**src/rtl/instr_sequencer_pkg.sv**
```systemverilog
// rtl/instr_sequencer_pkg.sv - shared encodings for the ARM multi-cycle instruction sequencer
// Contents: state encoding, opcode classes, rf_wsel/addr_sel codes, ARM condition codes,
//           and small opcode-classification helpers.
package instr_sequencer_pkg;

  typedef enum logic [2:0] {
    ST_IDLE   = 3'd0,
    ST_FETCH  = 3'd1,
    ST_DECODE = 3'd2,
    ST_EXEC   = 3'd3,
    ST_MEM    = 3'd4,
    ST_WB_RD  = 3'd5,
    ST_WB_RN  = 3'd6,
    ST_FAULT  = 3'd7
  } state_t;

  localparam logic [4:0] OP_LDST    = 5'b10000;
  localparam logic [4:0] OP_BRANCH  = 5'b10001;
  localparam logic [4:0] OP_INVALID = 5'b11111;
  // Compare/test group (TST, TEQ, CMP, CMN): flags only, no register result
  localparam logic [4:0] OP_CMP_LO  = 5'b01000;
  localparam logic [4:0] OP_CMP_HI  = 5'b01011;

  localparam logic [1:0] WSEL_RD_ALU = 2'd0;
  localparam logic [1:0] WSEL_RD_MEM = 2'd1;
  localparam logic [1:0] WSEL_RN_ALU = 2'd2;
  localparam logic [1:0] WSEL_LR_PC  = 2'd3;

  localparam logic [1:0] ADDR_PC  = 2'd0;
  localparam logic [1:0] ADDR_RN  = 2'd1;
  localparam logic [1:0] ADDR_ALU = 2'd2;

  localparam logic [3:0] COND_EQ = 4'h0;
  localparam logic [3:0] COND_NE = 4'h1;
  localparam logic [3:0] COND_CS = 4'h2;
  localparam logic [3:0] COND_CC = 4'h3;
  localparam logic [3:0] COND_MI = 4'h4;
  localparam logic [3:0] COND_PL = 4'h5;
  localparam logic [3:0] COND_VS = 4'h6;
  localparam logic [3:0] COND_VC = 4'h7;
  localparam logic [3:0] COND_HI = 4'h8;
  localparam logic [3:0] COND_LS = 4'h9;
  localparam logic [3:0] COND_GE = 4'hA;
  localparam logic [3:0] COND_LT = 4'hB;
  localparam logic [3:0] COND_GT = 4'hC;
  localparam logic [3:0] COND_LE = 4'hD;
  localparam logic [3:0] COND_AL = 4'hE;
  localparam logic [3:0] COND_NV = 4'hF;

  function automatic logic is_data_proc(input logic [4:0] op);
    return ~op[4];
  endfunction

  function automatic logic is_compare(input logic [4:0] op);
    return (op >= OP_CMP_LO) && (op <= OP_CMP_HI);
  endfunction

endpackage

```
**src/rtl/cond_check.sv**
```systemverilog
// rtl/cond_check.sv - ARM condition-code evaluator
// Ports: cond  [3:0] condition field of the instruction
//        flags [3:0] CPSR NZCV (bit3 = N)
//        pass        1 when the instruction should execute
module cond_check
  import instr_sequencer_pkg::*;
(
  input  logic [3:0] cond,
  input  logic [3:0] flags,
  output logic       pass
);

  logic n, z, c, v;

  always_comb begin
    n = flags[3];
    z = flags[2];
    c = flags[1];
    v = flags[0];
    pass = 1'b0;
    case (cond)
      COND_EQ: pass = z;
      COND_NE: pass = ~z;
      COND_CS: pass = c;
      COND_CC: pass = ~c;
      COND_MI: pass = n;
      COND_PL: pass = ~n;
      COND_VS: pass = v;
      COND_VC: pass = ~v;
      COND_HI: pass = c & ~z;
      COND_LS: pass = ~c | z;
      COND_GE: pass = (n == v);
      COND_LT: pass = (n != v);
      COND_GT: pass = ~z & (n == v);
      COND_LE: pass = z | (n != v);
      COND_AL: pass = 1'b1;
      // NV never executes
      default: pass = 1'b0;
    endcase
  end

endmodule

```
**src/rtl/instr_sequencer.sv**
```systemverilog
// rtl/instr_sequencer.sv - multi-cycle control FSM for the ARM datapath
// Inputs : clk, reset (async active-low), run, decoded fields (opcode, cond, flags,
//          cpsr_write, load_store, pre_post, write_back, link_bit), mem_ack
// Outputs: datapath enables (fetch_req, ir_load, pc_inc, pc_branch, alu_en, flags_we,
//          mem_req, mem_we, addr_sel, rf_we, rf_wsel), sticky fault, debug state,
//          retired-instruction counter instr_count
module instr_sequencer
  import instr_sequencer_pkg::*;
#(
  parameter int MEM_WAIT_MAX = 15,
  parameter int CNT_W        = 16
) (
  input  logic             clk,
  input  logic             reset,
  input  logic             run,
  input  logic [4:0]       opcode,
  input  logic [3:0]       cond,
  input  logic [3:0]       flags,
  input  logic             cpsr_write,
  input  logic             load_store,
  input  logic             pre_post,
  input  logic             write_back,
  input  logic             link_bit,
  input  logic             mem_ack,
  output logic             fetch_req,
  output logic             ir_load,
  output logic             pc_inc,
  output logic             pc_branch,
  output logic             alu_en,
  output logic             flags_we,
  output logic             mem_req,
  output logic             mem_we,
  output logic [1:0]       addr_sel,
  output logic             rf_we,
  output logic [1:0]       rf_wsel,
  output logic             fault,
  output logic [2:0]       state,
  output logic [CNT_W-1:0] instr_count
);

  // The wait counter reaching MEM_WAIT_MAX is detected one count early so the
  // transition to FAULT happens on the edge where the count would hit the limit.
  localparam logic [7:0] WAIT_LAST = 8'(MEM_WAIT_MAX - 1);

  state_t     cur_state, nxt_state;
  logic [7:0] wait_cnt;
  logic       cond_pass;
  logic       retire;
  logic       base_update;
  logic       waiting;

  cond_check u_cond_check (
    .cond  (cond),
    .flags (flags),
    .pass  (cond_pass)
  );

  // Post-indexed transfers always write the updated base back
  assign base_update = write_back | ~pre_post;
  assign waiting     = (cur_state == ST_FETCH) || (cur_state == ST_MEM);
  assign state       = cur_state;

  always_ff @(posedge clk or negedge reset) begin
    if (!reset) begin
      cur_state   <= ST_IDLE;
      wait_cnt    <= '0;
      instr_count <= '0;
    end else begin
      cur_state <= nxt_state;
      // Outside FETCH/MEM the counter sits at zero, which also gives the
      // clear-on-entry behaviour for free.
      if (waiting && !mem_ack) begin
        wait_cnt <= wait_cnt + 8'd1;
      end else begin
        wait_cnt <= '0;
      end
      if (retire) begin
        instr_count <= instr_count + CNT_W'(1);
      end
    end
  end

  always_comb begin
    nxt_state = cur_state;
    retire    = 1'b0;
    fetch_req = 1'b0;
    ir_load   = 1'b0;
    pc_inc    = 1'b0;
    pc_branch = 1'b0;
    alu_en    = 1'b0;
    flags_we  = 1'b0;
    mem_req   = 1'b0;
    mem_we    = 1'b0;
    addr_sel  = ADDR_PC;
    rf_we     = 1'b0;
    rf_wsel   = WSEL_RD_ALU;
    fault     = 1'b0;

    case (cur_state)
      ST_IDLE: begin
        if (run) nxt_state = ST_FETCH;
      end

      ST_FETCH: begin
        fetch_req = 1'b1;
        addr_sel  = ADDR_PC;
        if (mem_ack) begin
          ir_load   = 1'b1;
          pc_inc    = 1'b1;
          nxt_state = ST_DECODE;
        end else if (wait_cnt == WAIT_LAST) begin
          nxt_state = ST_FAULT;
        end
      end

      ST_DECODE: begin
        if (opcode == OP_INVALID) begin
          nxt_state = ST_FAULT;
        end else if (!cond_pass) begin
          retire = 1'b1;
        end else begin
          nxt_state = ST_EXEC;
        end
      end

      ST_EXEC: begin
        if (is_data_proc(opcode)) begin
          alu_en   = 1'b1;
          flags_we = cpsr_write | is_compare(opcode);
          if (!is_compare(opcode)) begin
            rf_we   = 1'b1;
            rf_wsel = WSEL_RD_ALU;
          end
          retire = 1'b1;
        end else if (opcode == OP_BRANCH) begin
          pc_branch = 1'b1;
          if (link_bit) begin
            rf_we   = 1'b1;
            rf_wsel = WSEL_LR_PC;
          end
          retire = 1'b1;
        end else if (opcode == OP_LDST) begin
          alu_en    = 1'b1;
          nxt_state = ST_MEM;
        end else begin
          // Unassigned opcodes retire as no-ops
          retire = 1'b1;
        end
      end

      ST_MEM: begin
        mem_req  = 1'b1;
        mem_we   = ~load_store;
        addr_sel = pre_post ? ADDR_ALU : ADDR_RN;
        if (mem_ack) begin
          if (load_store) begin
            nxt_state = ST_WB_RD;
          end else if (base_update) begin
            nxt_state = ST_WB_RN;
          end else begin
            retire = 1'b1;
          end
        end else if (wait_cnt == WAIT_LAST) begin
          nxt_state = ST_FAULT;
        end
      end

      ST_WB_RD: begin
        rf_we   = 1'b1;
        rf_wsel = WSEL_RD_MEM;
        if (base_update) begin
          nxt_state = ST_WB_RN;
        end else begin
          retire = 1'b1;
        end
      end

      ST_WB_RN: begin
        rf_we   = 1'b1;
        rf_wsel = WSEL_RN_ALU;
        retire  = 1'b1;
      end

      ST_FAULT: begin
        fault = 1'b1;
      end

      default: begin
        nxt_state = ST_FAULT;
      end
    endcase

    if (retire) begin
      nxt_state = run ? ST_FETCH : ST_IDLE;
    end
  end

endmodule

```
**config.mk**
```make
export PLATFORM = sky130hd
export DESIGN_NAME = instr_sequencer
export DESIGN_NICKNAME = d
export VERILOG_FILES = /design/src/rtl/instr_sequencer_pkg.sv /design/src/rtl/cond_check.sv /design/src/rtl/instr_sequencer.sv
export SDC_FILE = /design/constraint.sdc
export NUM_CORES = 1
export LEC_CHECK = 0
export BUFFER_PORTS_ARGS = -buffer_cell sky130_fd_sc_hd__buf_4
export CAP_MARGIN = 20
export CORE_MARGIN = 2
export CORE_UTILIZATION = 24
export DETAILED_ROUTE_END_ITERATION = 8
export PLACE_DENSITY_LB_ADDON = 0.05
export SETUP_SLACK_MARGIN = 0.02
export SYNTH_ARGS = -nofsm -noshare
export SYNTH_HDL_FRONTEND = slang
export SYNTH_SLANG_ARGS = --single-unit
```
**constraint.sdc**
```tcl
create_clock -name clk -period 4.8 [get_ports clk]
set_clock_uncertainty 0.1 [all_clocks]
set_input_delay 0.72 -clock clk [delete_from_list [all_inputs] [get_ports clk]]
set_output_delay 0.72 -clock clk [all_outputs]
set_load 0.02 [all_outputs]
```
* Word level (Yosys, flattened, before mapping)
Cells that the tools add are included.
Word-level totals: register bits after elaboration 27, input port bits 22, output and inout port bits 33, logic and storage cells 111
Cells by class: $add $sub $neg 2, magnitude comparators 2, eq/ne operators 32, muxes and demuxes 51, bitwise operators 12, reduce and logical (&&, ||, !) cells 9
Operators by type and width (count):
- 3-bit two-way mux | 12
- 4-bit == test, second input constant | 7
- 1-bit two-way mux | 28
- 3-bit case mux with 6 select lines | 1
- 16-bit by 1-bit adder with 16-bit output, second input constant | 1
- 4-bit by 3-bit == test with 1-bit output, second input constant | 4
- 5-bit == test, second input constant | 3
- 1-bit case mux with 15 select lines | 1
- 3-bit == test, second input constant | 4
- 3-bit != test, second input constant | 4
- 2-bit two-way mux | 5
- 8-bit by 1-bit adder with 8-bit output, second input constant | 1
- 4-bit by 2-bit == test with 1-bit output, second input constant | 2
- 8-bit by 4-bit == test with 1-bit output, second input constant | 1
- 8-bit two-way mux | 1
- 7-bit nonzero test | 1
- 3-bit by 2-bit == test with 1-bit output, second input constant | 2
- 1-bit NOT | 6
- 2-bit case mux with 3 select lines | 1
- 6-bit AND reduction | 1
- 5-bit by 4-bit greater-or-equal comparator with 1-bit output, second input constant | 1
- 5-bit by 4-bit less-or-equal comparator with 1-bit output, second input constant | 1
- 1-bit case mux with 5 select lines | 1
- 4-bit by 1-bit == test with 1-bit output, second input constant | 1
- 13 further kinds | 18

* Longest topological paths before layout
Gate-level depths: netlist of run 1.
word-level depth 8, depth in mapped cells 8, depth with buffers taken out 7

* Cells and area by module
A second synthesis of run 1 with hierarchy kept.
Unflattened totals: cells, all modules 218, area, all modules 1903.1 um^2
By module, submodules not included:
- instr_sequencer | times used 1, cells each 190, area each 1709.1 um^2, sequential area each 675.6 um^2
- cond_check | times used 1, cells each 28, area each 193.9 um^2, sequential area each 0.0 um^2

* Worst setup path before layout of run 1
OpenSTA, ideal clock, no wires.
path type register to output, start reg cur_state[1], in the netlist state[1], end out rf_we, arrival 1965 ps, required time 3980 ps, setup slack 2015 ps, stages on the path, launching flop included 8, path buffers 2, cells stage by stage dfrtp_1 -> clkbuf_1 -> clkbuf_1 -> nand2_1 -> nor2_1 -> nand2_1 -> o21ai_0 -> a32o_1
On the way: cells in the longest elaborated chain, start to end 3
RTL lines:
- from (decl) | line instr_sequencer.sv:45 | state_t cur_state, nxt_state;
- from (signal assigned) | line instr_sequencer.sv:69 | cur_state <= nxt_state;
- 3-bit == test | line instr_sequencer.sv:99 | case (cur_state)
- 2-bit OR reduction (no source line)
- 1-bit case mux with 2 select lines * | line instr_sequencer.sv:99
- to (decl) | line instr_sequencer.sv:34 | output logic rf_we,
Every way passes the cells marked *; elsewhere a longest branch is shown, timed or not.

* Worst setup path after layout of run 1
start reg cur_state[0], in the netlist state[0], end out rf_we
The elaborated chain is that of the path after synthesis.

==> impl_metrics.tcl, run 1 <==
set metrics [dict create \
    layout_filler_cell_count 815 \
    critical-path-top-cell-by-count "sky130_fd_sc_hd__nand2_1" \
    synthesis.area_um2 1860 \
    cts_tree "yes" \
    grt_remaining_overflow 0 \
    synth_warnings 0 \
    vdd_ir_drop_max_mv 0.129 \
    clock_path_buffers 2 \
    die_width_um 92.0 \
    postCtsSetupBuffers 0 \
    drive_gt1_share_pct 25.7 \
    max-cap-violations 0 \
    detail_route.iter0.violations 82 \
    required_ns 3.98 \
    comb_power_share_pct 50.1 \
    fin_nets 280 \
    layout.cell_area.non_filler_um2 2390 \
    clk_pin_slew_ns 0.10 \
    top_level_ports 55 \
    synth_fp_nets 231 \
    tritoncts.num_buffers 3 \
    h-tree-depth 1 \
    area_growth_pct 28.6 \
    clkPwrFrac_pct 13.6 \
    seq_power_share_pct 36.4 \
    critical_path_peak_fanout 18 \
    wire_per_inst_um 13.7 \
    detail_route.vias_per_cell 4.80 \
    dieHeight_um 92.0 \
    grt_pass1_wl_um 8180 \
    path_class "reg -> out" \
    yosys.area.top_type_share_pct 36.3 \
    fin_crit_ns 3.01 \
    post_cts_resized 0 \
    slowest_stage "sky130_fd_sc_hd__dfrtp_1" \
    cts_hold_buffers 0 \
    post_dp_cell_area_um2 2350 \
    fp.dieArea_um2 8470 \
    grt_setup_unrepaired "false" \
    setup_viol_count_final 0 \
    number_of_hold_violations_in_the_final_report 0 \
    insertion_delay_of_the_later_clocked_pin_in_the_worst_skew_pair_ns 0.28 \
    max_frequency_ghz 0.332 \
    critical_path.top_delay_family "simple AND/OR/NAND/NOR gates" \
    antenna_cells 0 \
    number_of_storage_elements_in_the_synthesis_netlist 27 \
    p_sw_share_pct 44.6 \
    numPortBuffers 54 \
    p_leak_nw 1.07 \
    p_total_w 0.000984 \
    vias 1704 \
    initial_cell_density_of_the_core_pct 24.5 \
    pwr_density_cell_nw_per_um2 411 \
    final_worst_setup_slack_ns 1.79 \
    internal_power_component_w 0.000545 \
    number_of_global_route_vias_before_repair 1678 \
    synth_async_sr_flop_share_pct 100 \
    finalMaxSlewViolations 0 \
    largest_area_contributor_in_the_netlist "sky130_fd_sc_hd__dfrtp_1" \
    leading_register_cell_type_out_of_synthesis "sky130_fd_sc_hd__dfrtp_1" \
    layout.core_utilization_pct 31.5 \
    synthDistinctLibCells 49 \
    drt_pass1_iterations 4 \
    cts.root.buffer_cell "sky130_fd_sc_hd__clkbuf_8" \
    cp-end-kind "output pin" \
    hold_class "in -> async" \
    worstPathCellList "nor2b_1 > nand2_1 > nor2_1 > nand2_1 > o21ai_0 > a32o_1 > buf_4" \
    setup_tns_ns 0 \
    grt_use_total_pct 11.5 \
    number_of_antenna_violations_at_the_first_check_in_global_routing 0 \
    syn_area_per_cell_um2 9.08 \
    netlist_instances 205 \
    synth.top_cells.by_area "sky130_fd_sc_hd__dfrtp_1 36%, sky130_fd_sc_hd__xnor2_1 8.5%, sky130_fd_sc_hd__nor2_1 3.8%" \
    detail_route.drc_violations 0 \
    slew_headroom_pct 39.2 \
    synth-edff-count 0 \
    drt_wl_total_um 4850 \
    final.period_utilization_pct 62.8 \
    tritoncts_num_sinks 27 \
    place_worst_setup_slack_ns 1.68 \
    synth.yosys.seq_area_share_pct 36.3 \
    std_cell_rows 32 \
    final_antenna_net_count 0 \
    worst-endpoint-arrival_ns 2.19 \
    largest_net_degree_at_the_start_of_global_routing 28 \
    path_buf_inv 1 \
    gp_routability_congestion 0.732 \
    switching_power_w 0.000439 \
    coreArea_um2 7610 \
    dp_hpwl_um 3570 \
    tightest_slew_ns 0.912 \
    worst_setup_path_start_kind "flop" \
    result_of_the_run "finished clean" \
    critical-path-max-stage-delay_ns 0.70 \
]
[state kept, by name (all words and copies together) (netlist names)]
name         count
wait_cnt         8
state            3
instr_count     16
[cell usage after synthesis (2+ instances only)]
library cell / instances
sky130_fd_sc_hd__nand4_1: 8
sky130_fd_sc_hd__mux2_2: 2
sky130_fd_sc_hd__and4_1: 3
sky130_fd_sc_hd__nor3_1: 4
sky130_fd_sc_hd__o2111ai_1: 7
sky130_fd_sc_hd__inv_1: 6
sky130_fd_sc_hd__o211a_1: 2
sky130_fd_sc_hd__and3_1: 11
sky130_fd_sc_hd__o21ai_0: 13
sky130_fd_sc_hd__o21bai_1: 2
sky130_fd_sc_hd__and2_1: 3
sky130_fd_sc_hd__o21a_1: 2
sky130_fd_sc_hd__nor4bb_1: 2
sky130_fd_sc_hd__nor2b_1: 6
sky130_fd_sc_hd__nand2_1: 11
sky130_fd_sc_hd__xor2_1: 6
sky130_fd_sc_hd__xnor2_1: 18
sky130_fd_sc_hd__clkbuf_1: 8
sky130_fd_sc_hd__ha_1: 4
sky130_fd_sc_hd__a31oi_1: 2
sky130_fd_sc_hd__nor2_1: 19
sky130_fd_sc_hd__a2bb2oi_1: 2
sky130_fd_sc_hd__o21ai_1: 2
sky130_fd_sc_hd__o211ai_1: 4
sky130_fd_sc_hd__nand3_1: 6
sky130_fd_sc_hd__dfrtp_1: 27
sky130_fd_sc_hd__a21oi_1: 3
[worst reg2reg max path: stages, from the launching register on]
cell and delay, ns:
sky130_fd_sc_hd__dfrtp_1 0.73, sky130_fd_sc_hd__clkinv_1 0.42, sky130_fd_sc_hd__ha_1 0.46, sky130_fd_sc_hd__o21ai_0 0.17, sky130_fd_sc_hd__and2_0 0.17, sky130_fd_sc_hd__nand4_1 0.10, sky130_fd_sc_hd__o211a_1 0.17, sky130_fd_sc_hd__mux2_2 0.25
[cells in the final DEF, fill, tap and decap left out, types with 6 or more instances in the layout]
cell type,netlist,layout
sky130_fd_sc_hd__and3_1,11,11
sky130_fd_sc_hd__buf_4,1,55
sky130_fd_sc_hd__dfrtp_1,27,27
sky130_fd_sc_hd__inv_1,6,6
sky130_fd_sc_hd__nand2_1,11,11
sky130_fd_sc_hd__nand3_1,6,6
sky130_fd_sc_hd__nand4_1,8,8
sky130_fd_sc_hd__nor2_1,19,19
sky130_fd_sc_hd__nor2b_1,6,6
sky130_fd_sc_hd__o2111ai_1,7,7
sky130_fd_sc_hd__o21ai_0,13,13
sky130_fd_sc_hd__xnor2_1,18,18
sky130_fd_sc_hd__xor2_1,6,6
[area by class of cell]
| type | instances | area [um^2] | share of cell area [%] |
|---|---|---|---|
| clock buffer | 3 | 41.3 | 1.73 |
| tap | 102 | 128 | 5.33 |
| multi-input combinational | 160 | 1100 | 46.2 |
| timing repair buffer | 55 | 413 | 17.3 |
| sequential | 27 | 676 | 28.2 |
| clock inverter | 1 | 5.00 | 0.209 |
| inverter | 7 | 26.3 | 1.10 |
[worst paths after layout]
kind                       slack, ns  depth (start not counted)                           to                        start
setup reg to reg                2.12                          7         state[0]$_DFFE_PN0P_         state[1]$_DFFE_PN0P_
hold reg to reg                 0.38                          1  instr_count[15]$_DFFE_PN0P_  instr_count[15]$_DFFE_PN0P_
hold / removal                  0.24                          1   instr_count[4]$_DFFE_PN0P_                        reset
max in group asynchronous       4.08                          1        wait_cnt[7]$_DFF_PN0_                        reset
setup / recovery                1.79                          7                        rf_we         state[0]$_DFFE_PN0P_
min in group clk                0.38                          1  instr_count[15]$_DFFE_PN0P_  instr_count[15]$_DFFE_PN0P_
[cell families (layout without fill, tap and decap cells)]
kind of cell,after synthesis,in the layout,synth area share [%]
AO/OA/AOI/OAI,48,48,19.5
AND/OR/NAND/NOR,80,80,23.3
flip-flops,27,27,36.3
buffers and inverters,18,66,4.30
multiplexers,4,4,2.56
XOR/XNOR,24,24,11.3
adder cells (fa/ha/maj),4,4,2.69
[power groups by stage]
stage / clock (W) / combinational (W) / sequential, W
2_1_floorplan: 0 / 0.000326 / 0.000350
3_3_place_gp: 0 / 0.000500 / 0.000366
3_5_place_dp: 0 / 0.000499 / 0.000364
4_1_cts: 0.000142 / 0.000502 / 0.000359
5_1_grt: 0.000151 / 0.000547 / 0.000369
6_report: 0.000133 / 0.000493 / 0.000358
[metal layers]
layer	global-route usage [%]	part of all wire (%)
met5	0	0
met4	2.99	1.1
met1	16.7	49
met2	18.0	45
met3	1.73	4.2
[metrics by stage]
stage / hold WS (ns) / std cells
6_report: 0.239 / 355
5_1_grt: 0.269 / 355
4_1_cts: 0.256 / 355
3_5_place_dp: 0.372 / 351
3_3_place_gp: 0.366 / 350
2_1_floorplan: 0.324 / 205
(Power assumes the default switching activity.)
==> run 2: changes to the inputs <==
==> constraint.sdc (replaced) <==
create_clock -name clk -period 2.8 [get_ports clk]
set_clock_uncertainty 0.1 [all_clocks]
set_input_delay 0.42 -clock clk [delete_from_list [all_inputs] [get_ports clk]]
set_output_delay 0.42 -clock clk [all_outputs]
set_load 0.02 [all_outputs]
==> run 2 against run 1 <==
- final cell count grew 2.5%
- sequential share of layout area shrank 0.79 points
- first-iteration DRC count grew 15%
- critical path depth is the same
- sequential power grew 51%
- via count grew 0.76%
- die area is the same
- setup slack lost 1.4 ns
==> impl_metrics.tcl, run 2 (synthesis results as in run 1) <==
set metrics [dict create \
    h-tree-depth 1 \
    cts.root.buffer_cell "sky130_fd_sc_hd__clkbuf_8" \
    switching_power_w 0.000772 \
    dp_hpwl_um 3720 \
    area_growth_pct 32.3 \
    dieHeight_um 92.0 \
    layout_commonest_cell "sky130_fd_sc_hd__buf_4" \
    number_of_antenna_violations_at_the_first_check_in_global_routing 0 \
    grt_remaining_overflow 0 \
    worst-endpoint-arrival_ns 1.94 \
    detail_route.vias_per_cell 4.72 \
    detail_route.drc_violations 0 \
    critical_path.top_delay_family "simple AND/OR/NAND/NOR gates" \
    final.period_utilization_pct 88.0 \
    die_width_um 92.0 \
    largest_register_ffs 16 \
    antenna_cells 0 \
    comb_power_share_pct 56.6 \
    max_frequency_ghz 0.406 \
    tritoncts_num_sinks 27 \
    final-seq-area_um2 676 \
    required_ns 2.28 \
    critical-path-top-cell-by-count "sky130_fd_sc_hd__nand2_1" \
    largest_register_by_flop_count "instr_count" \
    finalMaxSlewViolations 0 \
    number_of_global_route_vias_before_repair 1683 \
    post_cts_resized 0 \
    layout_filler_cell_count 828 \
    clkPwrFrac_pct 12.8 \
    insertion_delay_of_the_later_clocked_pin_in_the_worst_skew_pair_ns 0.27 \
    p_total_w 0.00177 \
    numPortBuffers 54 \
    worstPathCellList "nor2b_1 > nand2_1 > nor2_1 > nand2_1 > o21ai_0 > a32o_1 > buf_4" \
    cp-end-kind "output pin" \
    setup_tns_ns 0 \
    slew_headroom_pct 58.8 \
    clk_pin_slew_ns 0.10 \
    drive_gt1_share_pct 27.5 \
    layout.core_utilization_pct 32.4 \
    top_level_ports 55 \
    grt_use_total_pct 11.9 \
    hold_slack_ns 0.308 \
    clock_path_buffers 2 \
    internal_power_component_w 0.000998 \
    grt_pass1_wl_um 8410 \
    detail_route.iter0.violations 94 \
    number_of_hold_violations_in_the_final_report 0 \
    tightest_slew_ns 0.614 \
    p_leak_nw 1.11 \
    p_sw_share_pct 43.6 \
    result_of_the_run "finished clean" \
    pwr_density_cell_nw_per_um2 719 \
    vdd_ir_drop_max_mv 0.175 \
    vias 1717 \
    wire_per_inst_um 13.7 \
    path_class "reg -> out" \
    initial_cell_density_of_the_core_pct 24.5 \
    postCtsSetupBuffers 0 \
    largest_net_degree_at_the_start_of_global_routing 28 \
    fp.dieArea_um2 8470 \
    seq_power_share_pct 30.6 \
    path_buf_inv 1 \
    drt_wl_total_um 5000 \
    hold_class "in -> reg" \
    slowest_stage "sky130_fd_sc_hd__dfrtp_1" \
    std_cell_rows 32 \
    multi_input_area_um2 1100 \
    fin_crit_ns 2.46 \
    drt_pass1_iterations 4 \
    final_antenna_net_count 0 \
    setup_viol_count_final 0 \
    tritoncts.num_buffers 3 \
    most-common-layout-cells "63 x sky130_fd_sc_hd__buf_4, 27 x sky130_fd_sc_hd__dfrtp_1, 19 x sky130_fd_sc_hd__nor2_1" \
    worst_setup_path_start_kind "flop" \
    fin_nets 289 \
    critical_path_peak_fanout 10 \
    grt_setup_unrepaired "false" \
    critical-path-max-stage-delay_ns 0.50 \
    cts_tree "yes" \
    max-cap-violations 0 \
    coreArea_um2 7610 \
    place_worst_setup_slack_ns 0.394 \
    gp_routability_congestion 0.766 \
    final_worst_setup_slack_ns 0.337 \
]
run 2: cell types whose count changed in the layout (fill, tap and decap cells not counted), sizes merged:
cell | before | now
buf | 55 | 63
clkbuf | 3 | 4
clkinv | 2 | 1
dlygate4sd3 | 0 | 1
run 2: layout make-up:
type | count | area share, %
Inverter | 7 | 1.07
Tap cell | 102 | 5.18
Sequential cell | 27 | 27.4
Multi-Input combinational cell | 160 | 44.9
Clock buffer | 4 | 1.83
Timing Repair Buffer | 64 | 19.6
run 2: repair_timing:
action / CTS / global route
endpoints found under the hold margin: 27 / 0
endpoints found under the setup margin: 0 / 0
hold buffers: 1 / 0
run 2: final timing paths:
kind                                        startpoint                           to  slack, ns  cells after the start
max                               state[2]$_DFFE_PN0P_                        rf_we       0.34                      7
min                                                run         state[0]$_DFFE_PN0P_       0.31                      2
max reg2reg                       state[2]$_DFFE_PN0P_         state[0]$_DFFE_PN0P_       0.63                      7
min reg2reg                instr_count[15]$_DFFE_PN0P_  instr_count[15]$_DFFE_PN0P_       0.39                      1
max in group asynchronous                        reset   instr_count[8]$_DFFE_PN0P_       1.83                      2
min in group asynchronous                        reset   instr_count[5]$_DFFE_PN0P_       0.49                      2
run 2: per-layer routing:
metal,part of all wire (%),vias to the layer above,GRT usage (%)
li1,-,867,-
met1,51,808,17.3
met2,44,38,18.8
met3,3.6,4,1.81
met4,0.56,0,2.24
met5,0,-,0
run 2: power by group through the flow:
| stage | Clock [W] | Sequential [W] | Combinational [W] |
|---|---|---|---|
| after global placement | 0 | 0.000554 | 0.00102 |
| after CTS | 0.000238 | 0.000545 | 0.00102 |
| after floorplan | 0 | 0.000600 | 0.000559 |
| final | 0.000226 | 0.000542 | 0.00100 |
| after global routing | 0.000251 | 0.000556 | 0.00110 |
| after detailed placement | 0 | 0.000554 | 0.00101 |
run 2: through the flow:
stage / cells / area, um^2
global route: 364 / 2460
floorplan: 205 / 1860
CTS: 364 / 2460
detailed placement: 359 / 2410
finish: 364 / 2460
global placement: 359 / 2410
==> run 3: changes to the inputs <==
--- a/config.mk
+++ b/config.mk
@@ -8,10 +8,11 @@
 export BUFFER_PORTS_ARGS = -buffer_cell sky130_fd_sc_hd__buf_4
 export CAP_MARGIN = 20
 export CORE_MARGIN = 2
-export CORE_UTILIZATION = 24
+export CORE_UTILIZATION = 52
 export DETAILED_ROUTE_END_ITERATION = 8
 export PLACE_DENSITY_LB_ADDON = 0.05
 export SETUP_SLACK_MARGIN = 0.02
 export SYNTH_ARGS = -nofsm -noshare
 export SYNTH_HDL_FRONTEND = slang
+export SYNTH_HIERARCHICAL = 1
 export SYNTH_SLANG_ARGS = --single-unit
==> run 3 against run 2 <==
- design area is 3.7% lower
- utilization increased by 37 points
- largest power group unchanged
- critical endpoint unchanged
- combinational power is 16% lower
- routed wire length fell by 15%
- clock-buffer cell count unchanged
- sequential power is 11% higher
- register-to-register slack gained 0.06 ns
- critical path type unchanged
- hold slack worse by 0.090 ns
- highest routed layer unchanged
- power fell by 9.2%
- global-route usage increased by 9.7 points
==> impl_metrics.tcl, run 3 <==
set metrics [dict create \
    result_of_the_run "finished clean" \
    layout_filler_cell_count 299 \
    setup_viol_count_final 0 \
    path_class "reg -> out" \
    grt_setup_unrepaired "false" \
    synth_async_sr_flop_share_pct 100 \
    postCtsSetupBuffers 0 \
    number_of_global_route_vias_before_repair 1571 \
    syn_area_per_cell_um2 8.73 \
    slew_headroom_pct 60.9 \
    max_frequency_ghz 0.405 \
    post_synth_most_frequent_cells "27 x sky130_fd_sc_hd__dfrtp_1, 22 x sky130_fd_sc_hd__nor2_1, 15 x sky130_fd_sc_hd__o21ai_0, 15 x sky130_fd_sc_hd__xnor2_1, 14 x sky130_fd_sc_hd__a21oi_1" \
    leading_register_cell_type_out_of_synthesis "sky130_fd_sc_hd__dfrtp_1" \
    cp-end-kind "output pin" \
    fp.dieArea_um2 4160 \
    dieHeight_um 64.5 \
    r2r-start "state[2]$_DFFE_PN0P_" \
    largest_register_ffs 16 \
    worst_setup_path_start_kind "flop" \
    synth-edff-count 0 \
    netlist_instances 218 \
    wire_per_inst_um 13.5 \
    coreArea_um2 3420 \
    detail_route.vias_per_cell 5.60 \
    synth_top_family_by_area "simple AND/OR/NAND/NOR gates" \
    synth_fp_nets 244 \
    worst_setup_path_startpoint "state[2]$_DFFE_PN0P_" \
    largest_area_contributor_in_the_netlist "sky130_fd_sc_hd__dfrtp_1" \
    tritoncts.num_buffers 3 \
    synthMuxAreaShare_pct 1.58 \
    tightest_slew_ns 0.587 \
    synth_compound_gate_area_share_pct 20.6 \
    synthSimpleGateAreaFrac_pct 24.6 \
    largest_register_by_flop_count "instr_count" \
    instances_no_fill 316 \
    die_width_um 64.5 \
    insertion_delay_of_the_later_clocked_pin_in_the_worst_skew_pair_ns 0.32 \
    pwr_density_cell_nw_per_um2 677 \
    synth.yosys.seq_area_share_pct 35.5 \
    number_of_storage_elements_in_the_synthesis_netlist 27 \
    grt_pass1_wl_um 7200 \
    std_cell_rows 21 \
    antenna_cells 0 \
    number_of_hold_violations_in_the_final_report 0 \
    grt_use_total_pct 21.6 \
    synth.top_cells.by_area "sky130_fd_sc_hd__dfrtp_1 36%, sky130_fd_sc_hd__xnor2_1 6.9%, sky130_fd_sc_hd__nor2_1 4.3%" \
    clock_path_buffers 2 \
    synth_warnings 6 \
    layout_commonest_cell "sky130_fd_sc_hd__buf_4" \
    dp_hpwl_um 3210 \
    numPlacedInstances 311 \
    drive_gt1_share_pct 25.6 \
    post_cts_resized 0 \
    detail_route.iter0.violations 103 \
    clk_pin_slew_ns 0.13 \
    drt_wl_total_um 4270 \
    fin_nets 297 \
    vias 1771 \
    vdd_ir_drop_max_mv 0.638 \
    max-cap-violations 0 \
    area_growth_pct 24.7 \
    critical_path_peak_fanout 20 \
    synthesis.area_um2 1900 \
    h-tree-depth 1 \
    setup_tns_ns 0 \
    most-common-layout-cells "58 x sky130_fd_sc_hd__buf_4, 27 x sky130_fd_sc_hd__dfrtp_1, 22 x sky130_fd_sc_hd__nor2_1" \
    cts_hold_buffers 1 \
    synth_fa_ha_area_share_pct 2.63 \
    cts.root.buffer_cell "sky130_fd_sc_hd__clkbuf_4" \
    hold_class "in -> reg" \
    synthMostInstantiatedCell "sky130_fd_sc_hd__dfrtp_1" \
    yosys.area.top_type_share_pct 35.5 \
    final-seq-area_um2 676 \
    final.period_utilization_pct 88.2 \
    tritoncts_num_sinks 27 \
    grt_remaining_overflow 0 \
    worstPathCellList "nor2b_1 > nand2_1 > o21ai_0 > buf_4" \
    top_level_ports 55 \
    worst_min_path_start "run" \
    critical-path-max-stage-delay_ns 0.62 \
    yosys.area_share.xor_xnor_pct 10.5 \
    number_of_antenna_violations_at_the_first_check_in_global_routing 0 \
    drt_pass1_iterations 4 \
    slowest_stage "sky130_fd_sc_hd__dfrtp_1" \
    gp_routability_congestion 0.812 \
    final_antenna_net_count 0 \
    required_ns 2.28 \
    finalMaxSlewViolations 0 \
    largest_net_degree_at_the_start_of_global_routing 28 \
    synthDistinctLibCells 55 \
    numPortBuffers 54 \
    initial_cell_density_of_the_core_pct 55.7 \
    worst-endpoint-arrival_ns 1.95 \
    cts_tree "yes" \
    detail_route.drc_violations 0 \
    fin_crit_ns 2.47 \
    p_leak_nw 1.07 \
    multi_input_area_um2 1140 \
]
[run 3: final cells by class]
| cell class | count | area share (%) |
|---|---|---|
| repair buffers | 59 | 18.8 |
| flip-flops and latches | 27 | 28.5 |
| clock buffers | 4 | 1.11 |
| well taps | 46 | 2.43 |
| inverters | 7 | 1.11 |
| multi-input cells | 173 | 48.1 |
[run 3: power by group]
| group | internal (W) | switching [W] | total [W] |
|---|---|---|---|
| combinational | 0.000373 | 0.000470 | 0.000843 |
| clock | 0.0000559 | 0.000108 | 0.000164 |
| sequential | 0.000452 | 0.000148 | 0.000600 |
[run 3: worst max-delay path: cells and delay by family, from the launching register on]
kind                   cells  cell delay, ns
buffers and inverters      1            0.17
AO/OA/AOI/OAI              1            0.21
AND/OR/NAND/NOR            2            0.62
flip-flops                 1            0.62
[run 3: logic make-up (layout without fill, tap and decap cells)]
family / Yosys count / count (layout)
xor gates and xnor gates: 22 / 22
DFF: 27 / 27
buffers and inverters: 18 / 70
adders and majority gates: 4 / 4
AOI/OAI and AO/OA: 59 / 59
muxes: 2 / 2
and+or+nand+nor: 86 / 86
[run 3: worst paths after layout]
| kind | end | slack [ns] | cells after the start |
|---|---|---|---|
| worst max-delay path | rf_we | 0.33 | 4 |
| worst min-delay path | state[0]$_DFFE_PN0P_ | 0.22 | 2 |
| worst max register to register | state[2]$_DFFE_PN0P_ | 0.69 | 5 |
| worst min register to register | instr_count[11]$_DFFE_PN0P_ | 0.41 | 1 |
| max in group asynchronous | wait_cnt[6]$_DFF_PN0_ | 1.92 | 2 |
| min in group asynchronous | wait_cnt[5]$_DFF_PN0_ | 0.43 | 2 |
[run 3: layer usage]
layer  wire length [um]  up-vias  track usage (%)
met5                  0        -                0
met4                 29        0             4.26
met2               2010       34             33.1
met3                158        5             4.51
met1               2070      835             32.0
li1                   -      897                -
[run 3: stage by stage]
stage               setup WS [ns]  total power (W)  utilization, %  area, um^2  hold slack (ns)
finish                      0.331          0.00161            69.5        2370            0.219
floorplan                   0.388          0.00115               -        1900           0.0244
CTS                         0.333          0.00161            69.5        2370            0.219
global route                0.196          0.00172            69.5        2370            0.207
detailed placement          0.285          0.00144            68.4        2340            0.249
global placement            0.339          0.00143            68.4        2340            0.249
